`src/rtl/vid_ram_rd_arb.sv`:
```
// vid_ram_rd_arb: shares one AXI4 read port between the CPU (m0)
// and scanout DMA (m1); video wins, a counter bounds CPU starvation.
module vid_ram_rd_arb #(
  parameter int ADDR_WIDTH   = 32,
  parameter int DATA_WIDTH   = 32,
  parameter int STARVE_LIMIT = 4
) (
  input  logic                  clk,
  input  logic                  rst,
  input  logic                  s0_arvalid,
  output logic                  s0_arready,
  input  logic [ADDR_WIDTH-1:0] s0_araddr,
  input  logic [7:0]            s0_arlen,
  input  logic [2:0]            s0_arsize,
  input  logic [1:0]            s0_arburst,
  output logic                  s0_rvalid,
  input  logic                  s0_rready,
  output logic [DATA_WIDTH-1:0] s0_rdata,
  output logic [1:0]            s0_rresp,
  output logic                  s0_rlast,
  input  logic                  s1_arvalid,
  output logic                  s1_arready,
  input  logic [ADDR_WIDTH-1:0] s1_araddr,
  input  logic [7:0]            s1_arlen,
  input  logic [2:0]            s1_arsize,
  input  logic [1:0]            s1_arburst,
  output logic                  s1_rvalid,
  input  logic                  s1_rready,
  output logic [DATA_WIDTH-1:0] s1_rdata,
  output logic [1:0]            s1_rresp,
  output logic                  s1_rlast,
  output logic                  m_arvalid,
  input  logic                  m_arready,
  output logic [ADDR_WIDTH-1:0] m_araddr,
  output logic [7:0]            m_arlen,
  output logic [2:0]            m_arsize,
  output logic [1:0]            m_arburst,
  input  logic                  m_rvalid,
  output logic                  m_rready,
  input  logic [DATA_WIDTH-1:0] m_rdata,
  input  logic [1:0]            m_rresp,
  input  logic                  m_rlast
);

  typedef enum logic [1:0] {
    IDLE = 2'd0,
    ADDR = 2'd1,
    DATA = 2'd2
  } state_t;

  localparam logic [3:0] LIMIT = 4'(STARVE_LIMIT);

  state_t     state_q, state_d;
  logic       grant_q, grant_d;
  logic [3:0] starve_q, starve_d;
  logic       pick;

  // State, grant and starvation counter registers
  always_ff @(posedge clk or posedge rst) begin
    if (rst) begin
      state_q  <= IDLE;
      grant_q  <= 1'b0;
      starve_q <= 4'd0;
    end else begin
      state_q  <= state_d;
      grant_q  <= grant_d;
      starve_q <= starve_d;
    end
  end

  // Video wins a tie unless the CPU has waited out the limit
  always_comb begin
    pick = s1_arvalid;
    if (s0_arvalid && s1_arvalid && starve_q >= LIMIT)
      pick = 1'b0;
  end

  // Next-state, grant load and starvation bookkeeping
  always_comb begin
    state_d  = state_q;
    grant_d  = grant_q;
    starve_d = starve_q;
    unique case (state_q)
      IDLE: begin
        if (s0_arvalid || s1_arvalid) begin
          state_d = ADDR;
          grant_d = pick;
          if (!pick)
            starve_d = 4'd0;
          else if (s0_arvalid && starve_q < LIMIT)
            starve_d = starve_q + 4'd1;
        end
      end
      ADDR: begin
        if (m_arvalid && m_arready)
          state_d = DATA;
      end
      DATA: begin
        if (m_rvalid && m_rready && m_rlast)
          state_d = IDLE;
      end
      default: state_d = IDLE;
    endcase
  end

  // Handshake routing by state and registered grant
  always_comb begin
    s0_arready = 1'b0;
    s1_arready = 1'b0;
    s0_rvalid  = 1'b0;
    s1_rvalid  = 1'b0;
    m_arvalid  = 1'b0;
    m_rready   = 1'b0;
    unique case (state_q)
      ADDR: begin
        m_arvalid  = grant_q ? s1_arvalid : s0_arvalid;
        s0_arready = !grant_q && m_arready;
        s1_arready = grant_q && m_arready;
      end
      DATA: begin
        m_rready  = grant_q ? s1_rready : s0_rready;
        s0_rvalid = !grant_q && m_rvalid;
        s1_rvalid = grant_q && m_rvalid;
      end
      default: begin
        m_arvalid = 1'b0;
      end
    endcase
  end

  // AR fields follow the granted master at all times
  always_comb begin
    m_araddr  = grant_q ? s1_araddr  : s0_araddr;
    m_arlen   = grant_q ? s1_arlen   : s0_arlen;
    m_arsize  = grant_q ? s1_arsize  : s0_arsize;
    m_arburst = grant_q ? s1_arburst : s0_arburst;
  end

  assign s0_rdata = m_rdata;
  assign s1_rdata = m_rdata;
  assign s0_rresp = m_rresp;
  assign s1_rresp = m_rresp;
  assign s0_rlast = m_rlast;
  assign s1_rlast = m_rlast;

endmodule
```
`config.mk`:
```
export PLATFORM = sky130hd
export DESIGN_NAME = vid_ram_rd_arb
export DESIGN_NICKNAME = d
export VERILOG_FILES = /design/src/rtl/vid_ram_rd_arb.sv
export SDC_FILE = /design/constraint.sdc
export NUM_CORES = 1
export LEC_CHECK = 0
export ABC_AREA = 1
export CAP_MARGIN = 40
export CORE_AREA = 3 3 98 100
export CTS_BUF_LIST = sky130_fd_sc_hd__clkbuf_8
export DETAILED_ROUTE_END_ITERATION = 8
export DIE_AREA = 0 0 101 103
export GPL_ROUTABILITY_DRIVEN = 0
export GPL_TIMING_DRIVEN = 0
export PLACE_DENSITY = 0.78
export SKIP_LAST_GASP = 1
export SLEW_MARGIN = 20
export SYNTH_ARGS = -nofsm -noshare
export SYNTH_HDL_FRONTEND = slang
export SYNTH_SLANG_ARGS = --single-unit
```
`constraint.sdc`:
```
create_clock -name clk -period 1.31 [get_ports clk]
set_input_delay 0.1965 -clock clk [delete_from_list [all_inputs] [get_ports clk]]
set_output_delay 0.1965 -clock clk [all_outputs]
set_load 0.1 [all_outputs]
```
==> results of run 1 <==
## state kept, by name, indices dropped and copies added, names as in the netlist
| register | flops |
|---|---|
| grant_q | 1 |
| state_q | 2 |
| starve_q | 4 |
## power breakdown
group          internal (mW)  switching, mW
logic                   5.54           8.98
clock network          0.203         0.0949
registers              0.307         0.0767
total                   6.05           9.15
## metal layers
layer / share of wire / track usage / wire length, µm / up-vias
met1: 0.30 / 0.2051 / 3679 / 1414
met5: 0 / 0 / 0 / -
met2: 0.60 / 0.4532 / 7496 / 163
li1: - / - / - / 1379
met4: 0.029 / 0.06135 / 356 / 0
met3: 0.075 / 0.05886 / 931 / 27
## critical path, delay by kind of cell (launching register included)
| family | cells | cell delay [ns] |
|---|---|---|
| buffers and inverters | 5 | 0.70 |
| flip-flops | 1 | 0.37 |
| AND/OR/NAND/NOR | 2 | 0.15 |
## metrics by stage
step / std cells / total power, mW / TNS, ns
finish: 696 / 15.20 / -14.85
global route: 696 / 15.68 / -16.72
CTS: 695 / 14.95 / -17.06
detailed placement: 729 / 13.47 / -34.88
global placement: 608 / 10.45 / -73.61
floorplan: 281 / 8.547 / -1.286
## cells in the final DEF (no fill, tap or decap), types with 4 or more instances in the layout
cell               n
nand2_2           38
nor3_4             4
buf_8             69
nand2_8           25
clkbuf_16          4
nand2_4           62
nor2_1             4
buf_4             75
inv_1             12
buf_16            13
buf_12            48
dfrtp_1            6
nand2_1           35
clkdlybuf4s50_1  165
buf_6              9
## worst min-delay path by stage
stage	depth (start not counted)	from	slack (ns)	endpoint
2_1_floorplan	1	rst	-0.0001	grant_q
3_3_place_gp	2	rst	0.44	starve_q[0]
3_5_place_dp	2	rst	0.45	starve_q[0]
4_1_cts	2	rst	0.21	starve_q[1]
5_1_grt	2	rst	0.23	starve_q[1]
6_report	2	rst	0.20	grant_q
## kinds of logic after synthesis
kind of cell | after synthesis
AO/OA/AOI/OAI | 6
buffers and inverters | 95
adder cells (fa/ha/maj) | 1
AND/OR/NAND/NOR | 172
flip-flops | 7
## synthesized netlist by cell type
cell type	instances
nor3_1	4
inv_4	1
dfrtp_1	7
buf_8	1
a21boi_0	1
nand2_1	150
nand2_2	10
nand3_1	3
a21oi_1	2
nor2_1	5
o21ai_0	3
inv_1	13
buf_6	5
buf_4	72
ha_1	1
buf_2	3
## final cells by class
cell class	count	share of cell area
Timing Repair Buffer	305	0.5919
Multi-Input combinational cell	179	0.2513
Buffer	79	0.09577
Sequential cell	7	0.02538
Tap cell	108	0.01944
Inverter	14	0.009721
Clock buffer	3	0.005941
Clock inverter	1	0.0005401
## timing repair
| item | in CTS | in global routing |
|---|---|---|
| buffers inserted | 12 | 3 |
| gates resized for setup | 155 | 38 |
| gates cloned | 3 | 2 |
| pin swaps | 13 | 12 |
| endpoints found under the setup margin | 53 | 52 |
==> results.json, run 1 <==
{
  "setup_ws_ns": -0.3580,
  "fmax_mhz": 599.5,
  "muxShareOfSynthArea": 0,
  "seq_area_frac_synth": 0.1108,
  "power-per-cell-area_nw_per_um2": 2187,
  "cp-startpoint": "grant_q",
  "start_util": 0.1805,
  "design_area_um2": 6950,
  "grt_usage": 0.2178,
  "dr.first_iter.drc_count": 59,
  "grt_max_degree": 11,
  "gr-total-overflow": 0,
  "startpoint_type": "flop",
  "min_path_type": "in2async",
  "drv_cap": 0,
  "crit_fanout": 7,
  "synth_top_area_cell": "nand2_1",
  "synth_area_um2": 1582,
  "synthCells": 281,
  "end_kind": "output port",
  "synth-adder-area-share": 0.007911,
  "drt-vias-per-instance": 4.286,
  "place_area_um2": 6496,
  "detail-route-antenna-nets": 0,
  "synth_top_area_frac": 0.3560,
  "routed_wl_um": 12460,
  "crit_end": "m_arlen[4]",
  "r2r-end": "state_q[0]",
  "seqCellArea_um2": 176.4,
  "yosys_warnings": 0,
  "skew_ns": 0.0008115,
  "synth-simple-area-share": 0.4296,
  "synth_area_leaders": "nand2_1 36%, buf_4 34%, dfrtp_1 11%, nand2_2 4.0%, buf_6 3.6%",
  "final_util": 0.7931,
  "ios": 254,
  "status": "finished with violations",
  "crit_chain": "buf_6 > clkinv_8 > buf_12 > clkbuf_16 > nand2_4 > nand2_8 > buf_12",
  "drt-pass1-iter-count": 4,
  "rsz0062_at_grt": "true",
  "syn_to_final_growth_pct": 339.5,
  "finalHoldViolCount": 0,
  "cts_inserted_buffers": 3,
  "nNetsFinal": 723,
  "holdWs_ns": 0.1977,
  "critical_path_class": "reg2out",
  "cts_htree_levels": 1,
  "reg2reg_depth": 10,
  "max_stage_delay_ns": 0.37,
  "synth_top_family_by_area": "buffers and inverters",
  "clk_pin_slew_ns": 0.04,
  "cts_tree": "done",
  "drive_gt1_frac": 0.6088,
  "crit_top_cell": "buf_12",
  "synth_seq_cells": 7,
  "cp.arrival_ns": 1.47,
  "violations": "negative setup slack",
  "antenna_cells": 0,
  "finalMaxSlewViolations": 0,
  "slowest_stage": "dfrtp_1",
  "vias": 2983,
  "drc": 0,
  "syn-num-nets": 415,
  "reg2reg_from": "grant_q",
  "synth_cell_types": 16,
  "clock_latency_ns": 0.23,
  "clock_tree.buffer_depth": 2,
  "slew_headroom": 0.8149,
  "tightest_slew_ns": 0.2767,
  "p_leak_nw": 3.213,
  "multi_input_area_um2": 1747,
  "synth_xor_area_frac": 0,
  "row_count": 34,
  "place_ws_ns": -0.7734,
  "setup_viol": 52,
  "postSynthAreaPerCell_um2": 5.628,
  "nFillCells": 474,
  "ctsHoldBuffers": 0,
  "post-dp-hpwl_um": 9954,
  "period_minus_slack_ns": 1.668,
  "grt_pass1_vias": 3378,
  "synth_compound_area_frac": 0.02057,
  "grt_pass1_wl_um": 17630,
  "routedWlPerCell_um": 17.91,
  "ctsRootBufferMaster": "clkbuf_8",
  "core_um2": 8763,
  "clock-sinks": 7,
  "ir_drop_v": 0.001218,
  "die_x_um": 101,
  "antenna_found_initial": 0,
  "io_buffers": 219,
  "die_h_um": 103,
  "period_share": 1.273,
  "ff2ff_setup_slack_ns": -0.01,
  "die_area_um2": 10400,
  "required_ns": 1.11
}
Note: power is estimated with default switching activity, not from simulation.
==> run 2, diff against run 1 <==
--- a/config.mk
+++ b/config.mk
@@ -13,6 +13,7 @@
 export DIE_AREA = 0 0 101 103
 export GPL_ROUTABILITY_DRIVEN = 0
 export GPL_TIMING_DRIVEN = 0
+export HOLD_SLACK_MARGIN = 0.12
 export PLACE_DENSITY = 0.78
 export SKIP_LAST_GASP = 1
 export SLEW_MARGIN = 20
==> results of run 2 <==
Final layout, timing and power as in run 1 (identical DEF).
==> RTL change: new RTL, settings of run 1 <==
Change the parameter `DATA_WIDTH` from 32 to 24.
--- a/src/rtl/vid_ram_rd_arb.sv
+++ b/src/rtl/vid_ram_rd_arb.sv
@@ -4,3 +4,3 @@
   parameter int ADDR_WIDTH   = 32,
-  parameter int DATA_WIDTH   = 32,
+  parameter int DATA_WIDTH   = 24,
   parameter int STARVE_LIMIT = 4
Interface: changed (resized m_rdata, s0_rdata and s1_rdata); port bits go from 254 to 230. No check against the original RTL was run, so the function may have changed too.
==> RTL change against run 1 <==
- the flow still finishes with violations (negative setup slack)
- area after synthesis decreased by 7.6%
- wire length shrank 5.3%
- count of clock-buffer cells in the layout unchanged
- sequential cell count is the same
- clock skew rose by 0.0021 ns
- power rose by 1.0%
- setup slack better by 0.060 ns
- cell area shrank 4.4%
- die area did not move
- largest cell class unchanged
- largest power group unchanged
- highest routed layer unchanged
==> RTL change: results (changes against run 1) <==
- Hold_ws: 0.2016 ns (was 0.1977 ns)
- Synthesized instance count: 265 (was 281)
- Nets@finish: 664 (was 723)
- Failing checks: negative setup slack (unchanged)
- Post-synthesis adder-cell area fraction: 0.008562 (was 0.007911)
- Area of the multi-input gates: 1966 um^2 (was 1747 um^2)
- GRT met2 Usage: 0.4714 (was 0.4532)
- First-pass GRT wire length: 17110 um (was 17630 um)
- Met3 Track Usage GR: 0.04060 (was 0.05886)
- 1st-iter DRT viols: 43 (was 59)
- Reg2reg path depth: 8 (was 10)
- Register area share after synthesis: 0.1199 (was 0.1108)
- Synth top area cells: nand2_1, buf_4, dfrtp_1, nand2_2, buf_6 (unchanged)
- Overall track demand over capacity in global routing: 0.2137 (was 0.2178)
- Most frequent cells after synthesis: nand2_1, buf_4, inv_1 (unchanged)
- Crit-path max FO: 5 (was 7)
- P_leak: 2.979 nW (was 3.213 nW)
- Fillers: 510 (was 474)
- Final WS setup: -0.2984 ns (was -0.3580 ns)
- Slew Limit Headroom: 0.8184 (was 0.8149)
- Clk_skew: 0.002934 ns (was 0.0008115 ns)
- Share of layout cells above drive strength 1: 0.6220 (was 0.6088)
- Post-DR vias/cell: 4.220 (was 4.286)
- Final setup vio count: 51 (was 52)
- DP HPWL: 9166 um (was 9954 um)
- IO buf count: 203 (was 219)
- Vias in the first global route: 3180 (was 3378)
- Inst Count DP: 681 (was 729)
- Metal-1 WL: 3400 um (was 3679 um)
- Place WS: -0.7495 ns (was -0.7734 ns)
- Placed Area: 5938 um^2 (was 6496 um^2)
- WL/cell: 18.30 um (was 17.91 um)
- Status: complete, but fails checks (unchanged)
[RTL change: cell count changes after synthesis, sizes merged]
cell / before / now
buf: 81 / 65
[RTL change: worst reg2reg max path: stages, from the launching register on]
cell      delay [ns]
dfrtp_1         0.36
buf_6           0.14
clkinv_8        0.07
buf_6           0.11
nand2_4         0.05
nand2_1         0.08
nand3_1         0.09
nand2_1         0.07
nand2_1         0.05
[RTL change: logic make-up after synthesis]
family / Yosys count
AOI/OAI and AO/OA: 6
DFF: 7
buffers and inverters: 79
and+or+nand+nor: 172
adders and majority gates: 1
[RTL change: final timing paths]
check / start / endpoint
max in group asynchronous: rst / state_q[0]
worst min-delay path: rst / starve_q[1]
worst max register to register: grant_q / state_q[0]
min in group clk: starve_q[1] / starve_q[1]
worst min register to register: starve_q[1] / starve_q[1]
worst max-delay path: grant_q / m_araddr[19]
[RTL change: power by group through the flow]
stage | registers (W) | clock network [W] | logic [W]
finish | 0.000385 | 0.000292 | 0.0147
global route | 0.000392 | 0.000309 | 0.0151
CTS | 0.000375 | 0.000300 | 0.0144
detailed placement | 0.000366 | 0 | 0.0127
global placement | 0.000359 | 0 | 0.00981
floorplan | 0.000355 | 0 | 0.00796
[RTL change: cell type report]
| cell class | count | share of cell area |
|---|---|---|
| repair buffers | 268 | 0.5487 |
| multi-input cells | 179 | 0.2958 |
| plain buffers | 65 | 0.09207 |
| flip-flops and latches | 7 | 0.02655 |
| well taps | 108 | 0.02034 |
| inverters | 14 | 0.009791 |
| clock buffers | 3 | 0.006214 |
| clock inverters | 1 | 0.0005649 |
[RTL change: timing repair]
| item | in CTS | in global routing |
|---|---|---|
| buffers inserted | 9 | 0 |
| hold buffers | 0 | 0 |
| gates resized for setup | 208 | 36 |
| pin swaps | 13 | 9 |
| cloned | 5 | 0 |
| endpoints found under the setup margin | 53 | 52 |
